==> config.mk <==
export PLATFORM = sky130hd
export DESIGN_NAME = framebuffer_scanout
export DESIGN_NICKNAME = d
export VERILOG_FILES = /design/src/rtl/vga_timing_pkg.sv /design/src/rtl/vga_timing_gen.sv /design/src/rtl/framebuffer_scanout.sv
export SDC_FILE = /design/constraint.sdc
export NUM_CORES = 1
export LEC_CHECK = 0
export BUFFER_PORTS_ARGS = -buffer_cell sky130_fd_sc_hd__buf_2
export CORE_ASPECT_RATIO = 1.1
export CORE_MARGIN = 3
export CORE_UTILIZATION = 50
export DETAILED_ROUTE_END_ITERATION = 8
export GPL_TIMING_DRIVEN = 0
export PLACE_DENSITY = 0.83
export SLEW_MARGIN = 20
export SYNTH_ARGS = -nofsm -noshare
export SYNTH_HDL_FRONTEND = slang
export SYNTH_HIERARCHICAL = 1
export SYNTH_SLANG_ARGS = --single-unit
==> constraint.sdc <==
create_clock -name clk -period 2.9 [get_ports clk]
set_clock_uncertainty 0.05 [all_clocks]
set_input_delay 0.145 -clock clk [delete_from_list [all_inputs] [get_ports clk]]
set_output_delay 0.145 -clock clk [all_outputs]
set_load 0.02 [all_outputs]
==> src/rtl/vga_timing_pkg.sv <==
// 640x480@60 VGA timing constants shared by the framebuffer scanout, draw and clear blocks,
// plus the sync/active flag bundle carried down the read-alignment pipeline.
package vga_timing_pkg;

  localparam int VGA_H_ACTIVE = 640;
  localparam int VGA_H_FP     = 16;
  localparam int VGA_H_SYNC   = 96;
  localparam int VGA_H_BP     = 48;
  localparam int VGA_V_ACTIVE = 480;
  localparam int VGA_V_FP     = 10;
  localparam int VGA_V_SYNC   = 2;
  localparam int VGA_V_BP     = 33;

  localparam int VGA_H_TOTAL      = VGA_H_ACTIVE + VGA_H_FP + VGA_H_SYNC + VGA_H_BP;
  localparam int VGA_V_TOTAL      = VGA_V_ACTIVE + VGA_V_FP + VGA_V_SYNC + VGA_V_BP;
  localparam int VGA_H_SYNC_START = VGA_H_ACTIVE + VGA_H_FP;
  localparam int VGA_H_SYNC_END   = VGA_H_SYNC_START + VGA_H_SYNC;
  localparam int VGA_V_SYNC_START = VGA_V_ACTIVE + VGA_V_FP;
  localparam int VGA_V_SYNC_END   = VGA_V_SYNC_START + VGA_V_SYNC;
  localparam int FB_PIXELS        = VGA_H_ACTIVE * VGA_V_ACTIVE;

  // Syncs are active-low, so the idle bundle has both syncs high.
  typedef struct packed {
    logic hs;
    logic vs;
    logic act;
  } scan_flags_t;

  localparam scan_flags_t FLAGS_IDLE = '{hs: 1'b1, vs: 1'b1, act: 1'b0};

endpackage

==> src/rtl/vga_timing_gen.sv <==
// Raster position counters and raw (undelayed) VGA position flags.
// Everything advances only on pixel_en ticks.
module vga_timing_gen
  import vga_timing_pkg::*;
#(
  parameter int H_ACTIVE = VGA_H_ACTIVE,
  parameter int H_FP     = VGA_H_FP,
  parameter int H_SYNC   = VGA_H_SYNC,
  parameter int H_BP     = VGA_H_BP,
  parameter int V_ACTIVE = VGA_V_ACTIVE,
  parameter int V_FP     = VGA_V_FP,
  parameter int V_SYNC   = VGA_V_SYNC,
  parameter int V_BP     = VGA_V_BP
) (
  input  logic clk_i,
  input  logic rst_n_i,
  input  logic pixel_en_i,
  output logic active_o,
  output logic last_active_o,
  output logic hs_raw_o,
  output logic vs_raw_o,
  output logic frame_start_o
);

  localparam int H_TOTAL = H_ACTIVE + H_FP + H_SYNC + H_BP;
  localparam int V_TOTAL = V_ACTIVE + V_FP + V_SYNC + V_BP;
  localparam int HW = $clog2(H_TOTAL);
  localparam int VW = $clog2(V_TOTAL);

  localparam logic [HW-1:0] H_LAST     = HW'(H_TOTAL - 1);
  localparam logic [HW-1:0] H_ACT      = HW'(H_ACTIVE);
  localparam logic [HW-1:0] H_ACT_LAST = HW'(H_ACTIVE - 1);
  localparam logic [HW-1:0] HS_START   = HW'(H_ACTIVE + H_FP);
  localparam logic [HW-1:0] HS_END     = HW'(H_ACTIVE + H_FP + H_SYNC);
  localparam logic [VW-1:0] V_LAST     = VW'(V_TOTAL - 1);
  localparam logic [VW-1:0] V_ACT      = VW'(V_ACTIVE);
  localparam logic [VW-1:0] V_ACT_LAST = VW'(V_ACTIVE - 1);
  localparam logic [VW-1:0] VS_START   = VW'(V_ACTIVE + V_FP);
  localparam logic [VW-1:0] VS_END     = VW'(V_ACTIVE + V_FP + V_SYNC);

  logic [HW-1:0] h_cnt_q, h_cnt_d;
  logic [VW-1:0] v_cnt_q, v_cnt_d;
  logic          h_last, v_last;

  assign h_last = (h_cnt_q == H_LAST);
  assign v_last = (v_cnt_q == V_LAST);

  always_comb begin
    h_cnt_d = h_cnt_q;
    v_cnt_d = v_cnt_q;
    if (pixel_en_i) begin
      if (h_last) begin
        h_cnt_d = '0;
        v_cnt_d = v_last ? '0 : v_cnt_q + VW'(1);
      end else begin
        h_cnt_d = h_cnt_q + HW'(1);
      end
    end
  end

  always_ff @(posedge clk_i) begin
    if (!rst_n_i) begin
      h_cnt_q <= '0;
      v_cnt_q <= '0;
    end else begin
      h_cnt_q <= h_cnt_d;
      v_cnt_q <= v_cnt_d;
    end
  end

  assign active_o      = (h_cnt_q < H_ACT) && (v_cnt_q < V_ACT);
  assign last_active_o = (h_cnt_q == H_ACT_LAST) && (v_cnt_q == V_ACT_LAST);
  assign hs_raw_o      = !((h_cnt_q >= HS_START) && (h_cnt_q < HS_END));
  assign vs_raw_o      = !((v_cnt_q >= VS_START) && (v_cnt_q < VS_END));
  // Gated by reset so the pulse can never coincide with a reset edge.
  assign frame_start_o = rst_n_i && pixel_en_i && h_last && v_last;

endmodule

==> src/rtl/framebuffer_scanout.sv <==
// Raster-order framebuffer reader: issues linear read addresses and re-aligns the
// returned pixel with sync/blank flags delayed by the memory read latency.
module framebuffer_scanout
  import vga_timing_pkg::*;
#(
  parameter int DATA_WIDTH = 1,
  parameter int ADDR_WIDTH = 19,
  parameter int H_ACTIVE   = VGA_H_ACTIVE,
  parameter int H_FP       = VGA_H_FP,
  parameter int H_SYNC     = VGA_H_SYNC,
  parameter int H_BP       = VGA_H_BP,
  parameter int V_ACTIVE   = VGA_V_ACTIVE,
  parameter int V_FP       = VGA_V_FP,
  parameter int V_SYNC     = VGA_V_SYNC,
  parameter int V_BP       = VGA_V_BP,
  parameter int RD_LATENCY = 1
) (
  input  logic                  clk,
  input  logic                  rst,
  input  logic                  pixel_en,
  output logic [ADDR_WIDTH-1:0] mem_addr,
  output logic                  mem_rd_en,
  input  logic [DATA_WIDTH-1:0] mem_data,
  output logic                  hsync,
  output logic                  vsync,
  output logic                  video_on,
  output logic [DATA_WIDTH-1:0] pixel_out,
  output logic                  frame_start
);

  logic        active, last_active;
  scan_flags_t raw;

  vga_timing_gen #(
    .H_ACTIVE(H_ACTIVE), .H_FP(H_FP), .H_SYNC(H_SYNC), .H_BP(H_BP),
    .V_ACTIVE(V_ACTIVE), .V_FP(V_FP), .V_SYNC(V_SYNC), .V_BP(V_BP)
  ) u_timing (
    .clk_i         (clk),
    .rst_n_i       (rst),
    .pixel_en_i    (pixel_en),
    .active_o      (active),
    .last_active_o (last_active),
    .hs_raw_o      (raw.hs),
    .vs_raw_o      (raw.vs),
    .frame_start_o (frame_start)
  );

  assign raw.act   = active;
  assign mem_rd_en = pixel_en && active;

  // Address tracks v*H_ACTIVE+h at active positions; blanking leaves it parked.
  logic [ADDR_WIDTH-1:0] mem_addr_q, mem_addr_d;

  always_comb begin
    mem_addr_d = mem_addr_q;
    if (mem_rd_en) mem_addr_d = last_active ? '0 : mem_addr_q + ADDR_WIDTH'(1);
  end

  always_ff @(posedge clk) begin
    if (!rst) mem_addr_q <= '0;
    else      mem_addr_q <= mem_addr_d;
  end

  assign mem_addr = mem_addr_q;

  scan_flags_t pipe_q [1:RD_LATENCY];

  always_ff @(posedge clk) begin
    if (!rst) begin
      for (int i = 1; i <= RD_LATENCY; i++) pipe_q[i] <= FLAGS_IDLE;
    end else if (pixel_en) begin
      pipe_q[1] <= raw;
      for (int i = 2; i <= RD_LATENCY; i++) pipe_q[i] <= pipe_q[i-1];
    end
  end

  // Blanking tap lines up with the data word arriving on mem_data this tick.
  logic act_tap;
  generate
    if (RD_LATENCY == 1) begin : g_tap_raw
      assign act_tap = active;
    end else begin : g_tap_pipe
      assign act_tap = pipe_q[RD_LATENCY-1].act;
    end
  endgenerate

  logic [DATA_WIDTH-1:0] pixel_q, pixel_d;

  assign pixel_d = act_tap ? mem_data : '0;

  always_ff @(posedge clk) begin
    if (!rst)          pixel_q <= '0;
    else if (pixel_en) pixel_q <= pixel_d;
  end

  assign hsync     = pipe_q[RD_LATENCY].hs;
  assign vsync     = pipe_q[RD_LATENCY].vs;
  assign video_on  = pipe_q[RD_LATENCY].act;
  assign pixel_out = pixel_q;

endmodule

After elaboration in Yosys (flattened, before gate mapping)
Memories as Yosys holds them, arrays and structs flattened.
Index checks and enable logic that the tools add are counted.
- register bits after elaboration: 40
- bits in writable memories: 3
- input bits: 4
- output and inout port bits: 25
- memories: 1
- add/sub/neg operators: 3
- order comparisons: 6
- equality and inequality tests: 4
- multiplexer cells: 9
- bitwise gates (word level): 1
- reductions and logical operators: 11
- memories (memory ; depth ; width ; read ports ; clocked after Yosys merged registers in ; wr ports ; RTL line ; RTL):
    pipe_q ; 1 ; 3 ; 1 ; 0 ; 1 ; framebuffer_scanout.sv:66 ; scan_flags_t pipe_q [1:RD_LATENCY];
- operators with widths (operator ; count):
    == test 10 bit, second input constant ; 3
    adder 10 x 1 -> 10 bit, second input constant ; 2
    less-than comparator 10 bit, second input constant ; 2
    less-than comparator 10 x 9 -> 1 bit, second input constant ; 2
    two-way mux 10 bit ; 2
    adder 19 x 1 -> 19 bit, second input constant ; 1
    two-way mux 19 bit ; 1
    == test 10 x 9 -> 1 bit, second input constant ; 1
    >= comparator 10 bit, second input constant ; 1
    >= comparator 10 x 9 -> 1 bit, second input constant ; 1
    logical AND 1 bit ; 8
    two-way mux 1 bit ; 5
    two-way mux 3 bit ; 1
    logical NOT 1 bit ; 2
    AND reduction 2 bit ; 1
    OR 1 bit ; 1

Depth between registers and ports, before layout
Gate-level depths: netlist (run 1).
- depth after elaboration: 4
- depth in mapped cells: 8
- gate-level depth less buffers: 8

Hierarchy
The synthesis (run 1) kept the hierarchy.
- modules (own cells, without submodules) (module ; times used ; cells an instance ; area an instance (µm²) ; sequential area each (µm²)):
    vga_timing_gen ; 1 ; 129 ; 1066.0 ; 400.4
    framebuffer_scanout ; 1 ; 117 ; 1028.5 ; 490.5

Least setup slack after synthesis (run 1)
No wires, ideal clock.
- kind: reg-to-output
- from: reg u_timing.h_cnt_q[5]
- to: out frame_start
- arrival: 2.143 ns
- data required time: 2.705 ns
- setup slack: 0.562 ns
- stages on the path, launching flop included: 6
- cell sequence: dfxtp_1 or4b_4 or4_4 buf_6 clkbuf_1 nor3_1
- word-level cells in the longest chain between the ends: 3
- ends and longest elaborated chain (element ; RTL line ; RTL):
    from (decl) ; vga_timing_gen.sv:41 ; logic [HW-1:0] h_cnt_q, h_cnt_d;
    from (signal assigned) ; vga_timing_gen.sv:66 ; h_cnt_q <= h_cnt_d;
    == test 10 bit ; vga_timing_gen.sv:45 ; assign h_last = (h_cnt_q == H_LAST);
    logical AND 1 bit (2 in series) ; vga_timing_gen.sv:76 ; assign frame_start_o = rst_n_i && pixel_en_i && h_last && v_last;
    to (decl) ; framebuffer_scanout.sv:28 ; output logic frame_start
Every way passes these cells.

Final worst setup path (run 1)
Ends and elaborated chain as after synthesis.

==> results of run 1 <==
stage by stage:
step,total power [mW],worst slack [ns]
floorplan,0.657,0.562
global placement,0.675,0.293
detailed placement,0.677,0.274
CTS,1.08,0.214
global route,1.11,0.0263
finish,1.07,0.239
final cells by class:
class	count	area [um2]
plain buffers	4	22.5
multi-input cells	184	1120
well taps	52	65.1
inverters	15	56.3
repair buffers	29	150
clock buffers	8	100
flip-flops and latches	43	891
fillers	340	1580
Yosys cell counts, types with 9 or more instances:
cell type and number:
or3_1 11, nor2_1 25, nand3_1 14, dfxtp_1 40
inv_1 15, nand4_1 11, nor4_1 9, nor3_1 9
nand2_1 21, a21oi_1 14, o21ai_0 9, xnor2_1 16
repair_timing:
action | CTS | global route
endpoints found under the hold margin | 1 | 0
gates resized for setup | 0 | 0
hold buffers | 1 | 0
registers in the layout (all words and copies together), names as in the netlist:
register,flops
u_timing/v_cnt_q,10
pixel_out,1
u_timing/h_cnt_q,10
mem_addr,19
pipe_q,3
placed cells by master (no fill, tap or decap), types with 2 or more instances in the layout:
master    synthesis  routed
dfxtp_1          40      40
buf_2             0      28
nor2_1           25      25
nand2_1          21      21
xnor2_1          16      16
inv_1            15      15
nand3_1          14      14
a21oi_1          14      14
nand4_1          11      11
or3_1            11      11
o21ai_0           9       9
nor3_1            9       9
nor4_1            9       9
clkbuf_8          0       7
or4_1             6       6
o31ai_1           6       6
xor2_1            5       5
ha_1              5       5
clkbuf_1          3       4
and2_1            4       4
nand3b_1          3       3
edfxtp_1          3       3
mux2i_1           2       2
and3_1            2       2
or4b_2            2       2
layer usage:
metal | vias to the layer above | GRT usage, % | wire length, um
met1 | 866 | 21.3 | 1970
li1 | 956 | - | -
met3 | 8 | 4.59 | 152
met4 | 0 | 6.98 | 81
met2 | 32 | 30.8 | 2030
met5 | - | 0 | 0
final timing paths:
kind                       start  slack, ns             endpoint
max          u_timing/h_cnt_q[5]       0.24          frame_start
min                          rst       0.17  u_timing/h_cnt_q[1]
max reg2reg  u_timing/v_cnt_q[0]       0.25         mem_addr[10]
min reg2reg            pixel_out       0.42            pixel_out
cells by family after synthesis:
kind of cell | Yosys count | share of synthesized area [%]
AO/OA/AOI/OAI | 32 | 8.60
XOR/XNOR | 21 | 8.78
adder cells (fa/ha/maj) | 5 | 2.99
AND/OR/NAND/NOR | 124 | 32.4
flip-flops | 43 | 42.5
buffers and inverters | 19 | 3.76
multiplexers | 2 | 0.956
report_power, final:
part | internal (mW) | total [mW] | switching (mW)
sequential | 0.604 | 0.610 | 0.00649
clock | 0.217 | 0.408 | 0.191
combinational | 0.0172 | 0.0544 | 0.0372
==> impl_metrics.tcl, run 1 <==
set metrics [dict create \
    cp_cell_sequence "or4b_4 -> or4_4 -> buf_6 -> clkbuf_1 -> nor3_1 -> buf_2" \
    cts_tree "yes" \
    io_pins 29 \
    antenna_found_initial 0 \
    yosysTopAreaCell "dfxtp_1" \
    synthToLayoutAreaGrowth_pct 15.1 \
    die_w_um 67.7 \
    fin_setup_tns_ns 0 \
    rows 24 \
    coreArea_um2 3990 \
    n_antenna_cell 0 \
    holdPathStages 2 \
    slew_headroom_pct 55.3 \
    synth_warnings 6 \
    path_clk_slew_ns 0.08 \
    syn_area_um2 2090 \
    critPathSlowestCell "or4b_4" \
    path_depth 6 \
    arrival_ns 2.47 \
    max_cap_viol_count 0 \
    yosys-top-cells-area "dfxtp_1, xnor2_1, nor2_1" \
    status "completed" \
    crit_type "reg -> out" \
    synth_flop_cell "dfxtp_1" \
    first_pass_iters 4 \
    cts_buffers 5 \
    start_util_pct 52.4 \
    drc 0 \
    grt_pass1_wl_mm 6.92 \
    worst_pin_slew_ns 0.666 \
    cts_root_buf "clkbuf_8" \
    grt_max_degree 16 \
    timing.final.crit_share_pct 91.8 \
    rsz0062_at_grt "no" \
    synth_nets 255 \
    final_layout_size_suffix_gt1_share_pct 15.2 \
    grt_overflow 0 \
    p_per_area_nw_per_um2 445 \
    synth_top_area_share_pct 38.2 \
    clock_latency_ns 0.29 \
    fin_nets 291 \
    clockBufferDepth 2 \
    track_usage_pct 18.0 \
    cp-start-kind "flop" \
    portBuffers 28 \
    wire_per_inst_um 12.6 \
    drt-initial-drc-count 107 \
    cp_slowest_stage_delay_ns 0.57 \
    ant_nets 0 \
    ys_async_sr_fraction_pct 0 \
    die-area_um2 5000 \
    ys_types 34 \
    synth_edf_count 3 \
    instances_no_fill 335 \
    cp.required_ns 2.71 \
    hold_slack_ns 0.168 \
    critical-path-top-delay-family "simple AND/OR/NAND/NOR gates" \
    power.leakage_nw 0.857 \
    fin_util_pct 60.3 \
    min_period_ns 2.66 \
    timing.hold.worst.class "in -> reg" \
    die_y_um 73.9 \
    final_area_um2 2410 \
    ys_seq_elements 43 \
    h-tree-depth 2 \
    peakVddDrop_v 0.000183 \
    timing.fmax_ghz 0.376 \
    synthCells 246 \
    gp_congestion 0.848 \
    seq_area_frac_synth_pct 42.5 \
    cts.sinks 43 \
    hold_viol_final 0 \
    path_buf_inv 3 \
    numPlacedInstances 326 \
    grt_pass1_vias 1636 \
    cts_setup_buffers 0 \
    synth.avg_cell_area_um2 8.51 \
    num_vias 1862 \
    drv_slew 0 \
    setup_viol 0 \
    cp-end-kind "primary output" \
    ff2ff_path_depth 8 \
    vias_per_cell 5.56 \
    place_area_um2 2300 \
    wirelength_mm 4.24 \
    cp_max_fo 10 \
    detailed_place_hpwl_mm 3.05 \
]
(Power assumes the default switching activity.)
==> inputs of run 2 (changes only) <==
Settings changed: REMOVE_ABC_BUFFERS set to 1.
==> run 2 against run 1 <==
Net effect:
- global-route usage decreased by 1.1 points
- first-iteration DRC count decreased by 14%
- cell count decreased by 1.5%
- maximum frequency increased by 5.1%
- critical endpoint is now mem_addr[17]
- highest routed layer unchanged
==> impl_metrics.tcl, run 2 (synthesis results as in run 1) <==
set metrics [dict create \
    cp_max_fo 18 \
    coreArea_um2 3990 \
    reg2reg_slack_ns 0.37 \
    ff2ff_path_depth 8 \
    drt-initial-drc-count 92 \
    cts_resized 0 \
    worstReg2RegEnd "mem_addr[17]" \
    drv_slew 0 \
    timing.fmax_ghz 0.395 \
    fin_util_pct 59.8 \
    die_y_um 73.9 \
    drc 0 \
    grt_max_degree 21 \
    die_w_um 67.7 \
    numPlacedInstances 322 \
    vias_per_cell 5.52 \
    grt_pass1_vias 1525 \
    hold_path.startpoint "rst" \
    antenna_found_initial 0 \
    final_common_cell "dfxtp_1" \
    track_usage_pct 16.9 \
    power.leakage_nw 0.847 \
    peakVddDrop_v 0.000307 \
    wirelength_mm 4.00 \
    arrival_ns 2.68 \
    grt_pass1_wl_mm 6.63 \
    min_period_ns 2.53 \
    setup_viol 0 \
    fin_setup_tns_ns 0 \
    gp_congestion 0.822 \
    cts_root_buf "clkbuf_8" \
    cts_tree "yes" \
    fin_nets 287 \
    path_clk_slew_ns 0.07 \
    grt_overflow 0 \
    timing.final.crit_share_pct 87.3 \
    die-area_um2 5000 \
    cts_buffers 5 \
    hold_viol_final 0 \
    critical-path-top-delay-family "simple AND/OR/NAND/NOR gates" \
    final_layout_size_suffix_gt1_share_pct 14.7 \
    worst_pin_slew_ns 0.698 \
    status "completed" \
    detailed_place_hpwl_mm 2.84 \
    layout_common_cells "dfxtp_1, buf_2, nor2_1, nand2_1, xnor2_1" \
    fillCellCount 347 \
    synthToLayoutAreaGrowth_pct 14.1 \
    holdPathStages 2 \
    path_buf_inv 0 \
    ant_nets 0 \
    num_vias 1820 \
    p_per_area_nw_per_um2 461 \
    whs_endpoint "u_timing/h_cnt_q[0]" \
    timing.rr.start "u_timing/v_cnt_q[0]" \
    largest_reg_flops 19 \
    rows 24 \
    cp_cell_sequence "ha_1 -> nand3_1 -> or4b_2 -> nor4_1 -> nand3_1 -> nand2_1 -> a211o_1 -> nand2_1" \
    clockBufferDepth 2 \
    timing.hold.worst.class "in -> reg" \
    n_antenna_cell 0 \
    crit_type "reg -> reg" \
    clock_latency_ns 0.29 \
    instances_no_fill 330 \
    critPathSlowestCell "or4b_2" \
    portBuffers 28 \
    first_pass_iters 4 \
    cp-start-kind "flop" \
    cp.required_ns 3.04 \
    max_cap_viol_count 0 \
    multi_input_area_um2 1120 \
    h-tree-depth 2 \
    cp-end-kind "flop" \
    cp_slowest_stage_delay_ns 0.63 \
    start_util_pct 52.4 \
    slew_headroom_pct 53.2 \
    rsz0062_at_grt "no" \
    io_pins 29 \
    cts.sinks 43 \
    register_area_um2 891 \
    wire_per_inst_um 12.1 \
]
==> run 2: cell count changes in the layout (fill, tap and decap cells not counted) <==
cell,delta
bufinv_16,+1
buf_6,-1
clkbuf_8,-2
clkbuf_1,-3
==> run 2: metrics by stage <==
step	hold slack [ns]	area (um2)	power (mW)	worst slack, ns
finish	0.168	2390	1.10	0.368
global route	0.180	2390	1.15	0.172
CTS	0.159	2390	1.11	0.359
detailed placement	0.298	2280	0.675	0.360
global placement	0.294	2280	0.674	0.370
floorplan	0.204	2070	0.656	0.690
==> run 2: metal layers <==
metal	wire, um	GRT usage (%)	part of all wire (%)
met5	0	0	0
met4	54	5.41	1.4
met3	145	4.59	3.6
met2	1850	27.0	46
met1	1950	22.0	49
==> run 2: repair_timing <==
item	CTS	global route
hold endpoints to repair	1	0
setup buffers	0	0
hold buffers	1	0
==> run 2: worst max path at each step <==
| stage | startpoint | end | slack, ns | cells past startpoint |
|---|---|---|---|---|
| detailed placement | u_timing/v_cnt_q[2] | mem_addr[17] | 0.36 | 8 |
| finish | u_timing/v_cnt_q[0] | mem_addr[17] | 0.37 | 8 |
| global route | u_timing/v_cnt_q[2] | mem_addr[17] | 0.17 | 8 |
| global placement | u_timing/v_cnt_q[2] | mem_addr[17] | 0.37 | 8 |
| floorplan | u_timing/v_cnt_q[2] | mem_addr[17] | 0.69 | 8 |
| CTS | u_timing/v_cnt_q[2] | mem_addr[17] | 0.36 | 8 |
==> run 2: area by class of cell <==
cell class / count / share of cell area [%]
multi-input combinational: 184 / 47.1
sequential: 43 / 37.3
timing repair buffer: 29 / 6.28
clock buffer: 6 / 3.04
tap: 52 / 2.72
inverter: 15 / 2.36
clock inverter: 1 / 1.26
==> run 2: power by group <==
group	switching [mW]	internal (mW)	total, mW
Sequential	0.00614	0.604	0.610
Clock	0.187	0.252	0.439
Combinational	0.0355	0.0164	0.0520
Total	0.229	0.873	1.10
==> inputs of run 3 (changes only) <==
Settings changed: CORE_ASPECT_RATIO 1.1 to 1.4, CORE_MARGIN 3 to 2.
==> run 3 against run 2 <==
Net effect:
- the run now ends with design-rule violations left
- via count increased by 4.1%
- first-iteration DRC count increased by 30%
- clock power increased by 17%
- setup slack improved by 0.013 ns
- non-clock buffer count decreased by 1
- wire length increased by 11%
- utilization increased by 0.21 points
- count of clock-buffer cells in the layout increased by 1
- critical path depth unchanged
- critical endpoint unchanged
- largest cell class unchanged
- largest power group unchanged
==> impl_metrics.tcl, run 3 (synthesis results as in run 1) <==
set metrics [dict create \
    status "finished with violations" \
    violations "design-rule violations" \
    slew_headroom_pct 55.0 \
    ant_nets 0 \
    synthToLayoutAreaGrowth_pct 14.3 \
    die_y_um 80.6 \
    track_usage_pct 20.0 \
    p_seq_share_pct 52.0 \
    io_pins 29 \
    ff2ff_path_depth 8 \
    fillCellCount 366 \
    final_layout_size_suffix_gt1_share_pct 15.1 \
    power.leakage_nw 0.855 \
    drt-initial-drc-count 120 \
    cp-start-kind "flop" \
    h-tree-depth 2 \
    cts.sinks 43 \
    vias_per_cell 5.90 \
    path_buf_inv 0 \
    fin_setup_tns_ns 0 \
    cts_hold_buf 0 \
    antenna_found_initial 0 \
    detailed_place_hpwl_mm 3.10 \
    cts_tree "yes" \
    hold_viol_final 0 \
    timing.fmax_ghz 0.397 \
    wirelength_mm 4.42 \
    timing.final.crit_share_pct 86.8 \
    cts_resized 0 \
    grt_pass1_wl_mm 7.42 \
    cp_cell_sequence "and3_1 -> nand3_1 -> or4b_2 -> nor4_1 -> nand3_1 -> nand2_1 -> a211o_1 -> nand2_1" \
    layout_common_cells "dfxtp_1, buf_2, nor2_1, nand2_1, xnor2_1" \
    holdPathStages 3 \
    cp_max_fo 18 \
    final_common_cell "dfxtp_1" \
    fin_nets 286 \
    rows 27 \
    gp_congestion 0.861 \
    clkPwrFrac_pct 43.6 \
    cp.required_ns 3.05 \
    p_per_area_nw_per_um2 490 \
    coreArea_um2 3990 \
    num_vias 1894 \
    max_cap_viol_count 0 \
    portBuffers 28 \
    timing.hold.worst.class "in -> reg" \
    p_int_mw 0.929 \
    cts_setup_buffers 0 \
    crit_type "reg -> reg" \
    cp-end-kind "flop" \
    pwr-share-comb_pct 4.4 \
    peakVddDrop_v 0.000392 \
    n_antenna_cell 0 \
    p_sw_mw 0.245 \
    clockBufferDepth 2 \
    drv_slew 0 \
    rsz0062_at_grt "no" \
    worst_pin_slew_ns 0.671 \
    critical-path-top-delay-family "simple AND/OR/NAND/NOR gates" \
    drc 5 \
    grt_max_degree 21 \
    grt_pass1_vias 1783 \
    die-area_um2 4730 \
    cts_root_buf "clkbuf_8" \
    first_pass_iters 7 \
    wire_per_inst_um 13.8 \
    grt_overflow 0 \
    largest_reg_flops 19 \
    path_depth 8 \
    switching_share_pct 20.8 \
    clock_latency_ns 0.29 \
    cts_buffers 5 \
    path_clk_slew_ns 0.08 \
    total_power_mw 1.17 \
    critPathSlowestCell "or4b_2" \
    setup_viol 0 \
    start_util_pct 52.5 \
    cp_slowest_stage_delay_ns 0.62 \
    arrival_ns 2.66 \
    die_w_um 58.7 \
    min_period_ns 2.52 \
]
run 3: cell count changes in the layout (fill, tap and decap cells not counted), sizes merged:
cell,previous run,this run
dlygate4sd3,1,0
clkbuf,6,7
run 3: area by class of cell:
cell class / instances / area [um2] / area share, %
Multi-Input combinational cell: 184 / 1120 / 47.0
Sequential cell: 43 / 891 / 37.2
Timing Repair Buffer: 28 / 140 / 5.85
Clock buffer: 7 / 97.6 / 4.08
Inverter: 15 / 56.3 / 2.35
Tap cell: 43 / 53.8 / 2.25
Clock inverter: 1 / 30.0 / 1.25
run 3: metal layers:
layer | share of wire (%) | global-route usage [%]
met5 | 0 | 0
met3 | 4.5 | 4.19
met2 | 52 | 36.3
met4 | 1.9 | 9.09
met1 | 42 | 21.8
run 3: worst register-to-register path, delay by kind of cell, from the launching register on:
family,cells,cell delay (ns)
simple gates,7,1.80
compound gates,1,0.16
flops,1,0.41
run 3: worst paths after layout:
path | startpoint | end | slack, ns
worst max register to register | u_timing/v_cnt_q[2] | mem_addr[17] | 0.38
worst min-delay path | mem_data | pixel_out | 0.01
worst min register to register | pixel_out | pixel_out | 0.42
worst max-delay path | u_timing/v_cnt_q[2] | mem_addr[17] | 0.38
run 3: stage by stage:
stage / instances / worst slack, ns / util [%] / hold slack, ns / cell area [um2]
finish: 321 / 0.382 / 60.0 / 0.0114 / 2390
global route: 321 / 0.143 / 60.0 / 0.0452 / 2390
CTS: 321 / 0.341 / 60.0 / 0.00875 / 2390
detailed placement: 313 / 0.349 / 56.8 / 0.310 / 2270
global placement: 313 / 0.346 / 56.8 / 0.297 / 2270
floorplan: 242 / 0.690 / - / 0.204 / 2070
run 3: power by group through the flow:
stage          Sequential, mW  Combinational (mW)  Clock, mW
5_1_grt                 0.611              0.0585      0.549
3_3_place_gp            0.624              0.0507          0
2_1_floorplan           0.630              0.0261          0
3_5_place_dp            0.624              0.0524          0
6_report                0.610              0.0516      0.512
4_1_cts                 0.610              0.0524      0.523
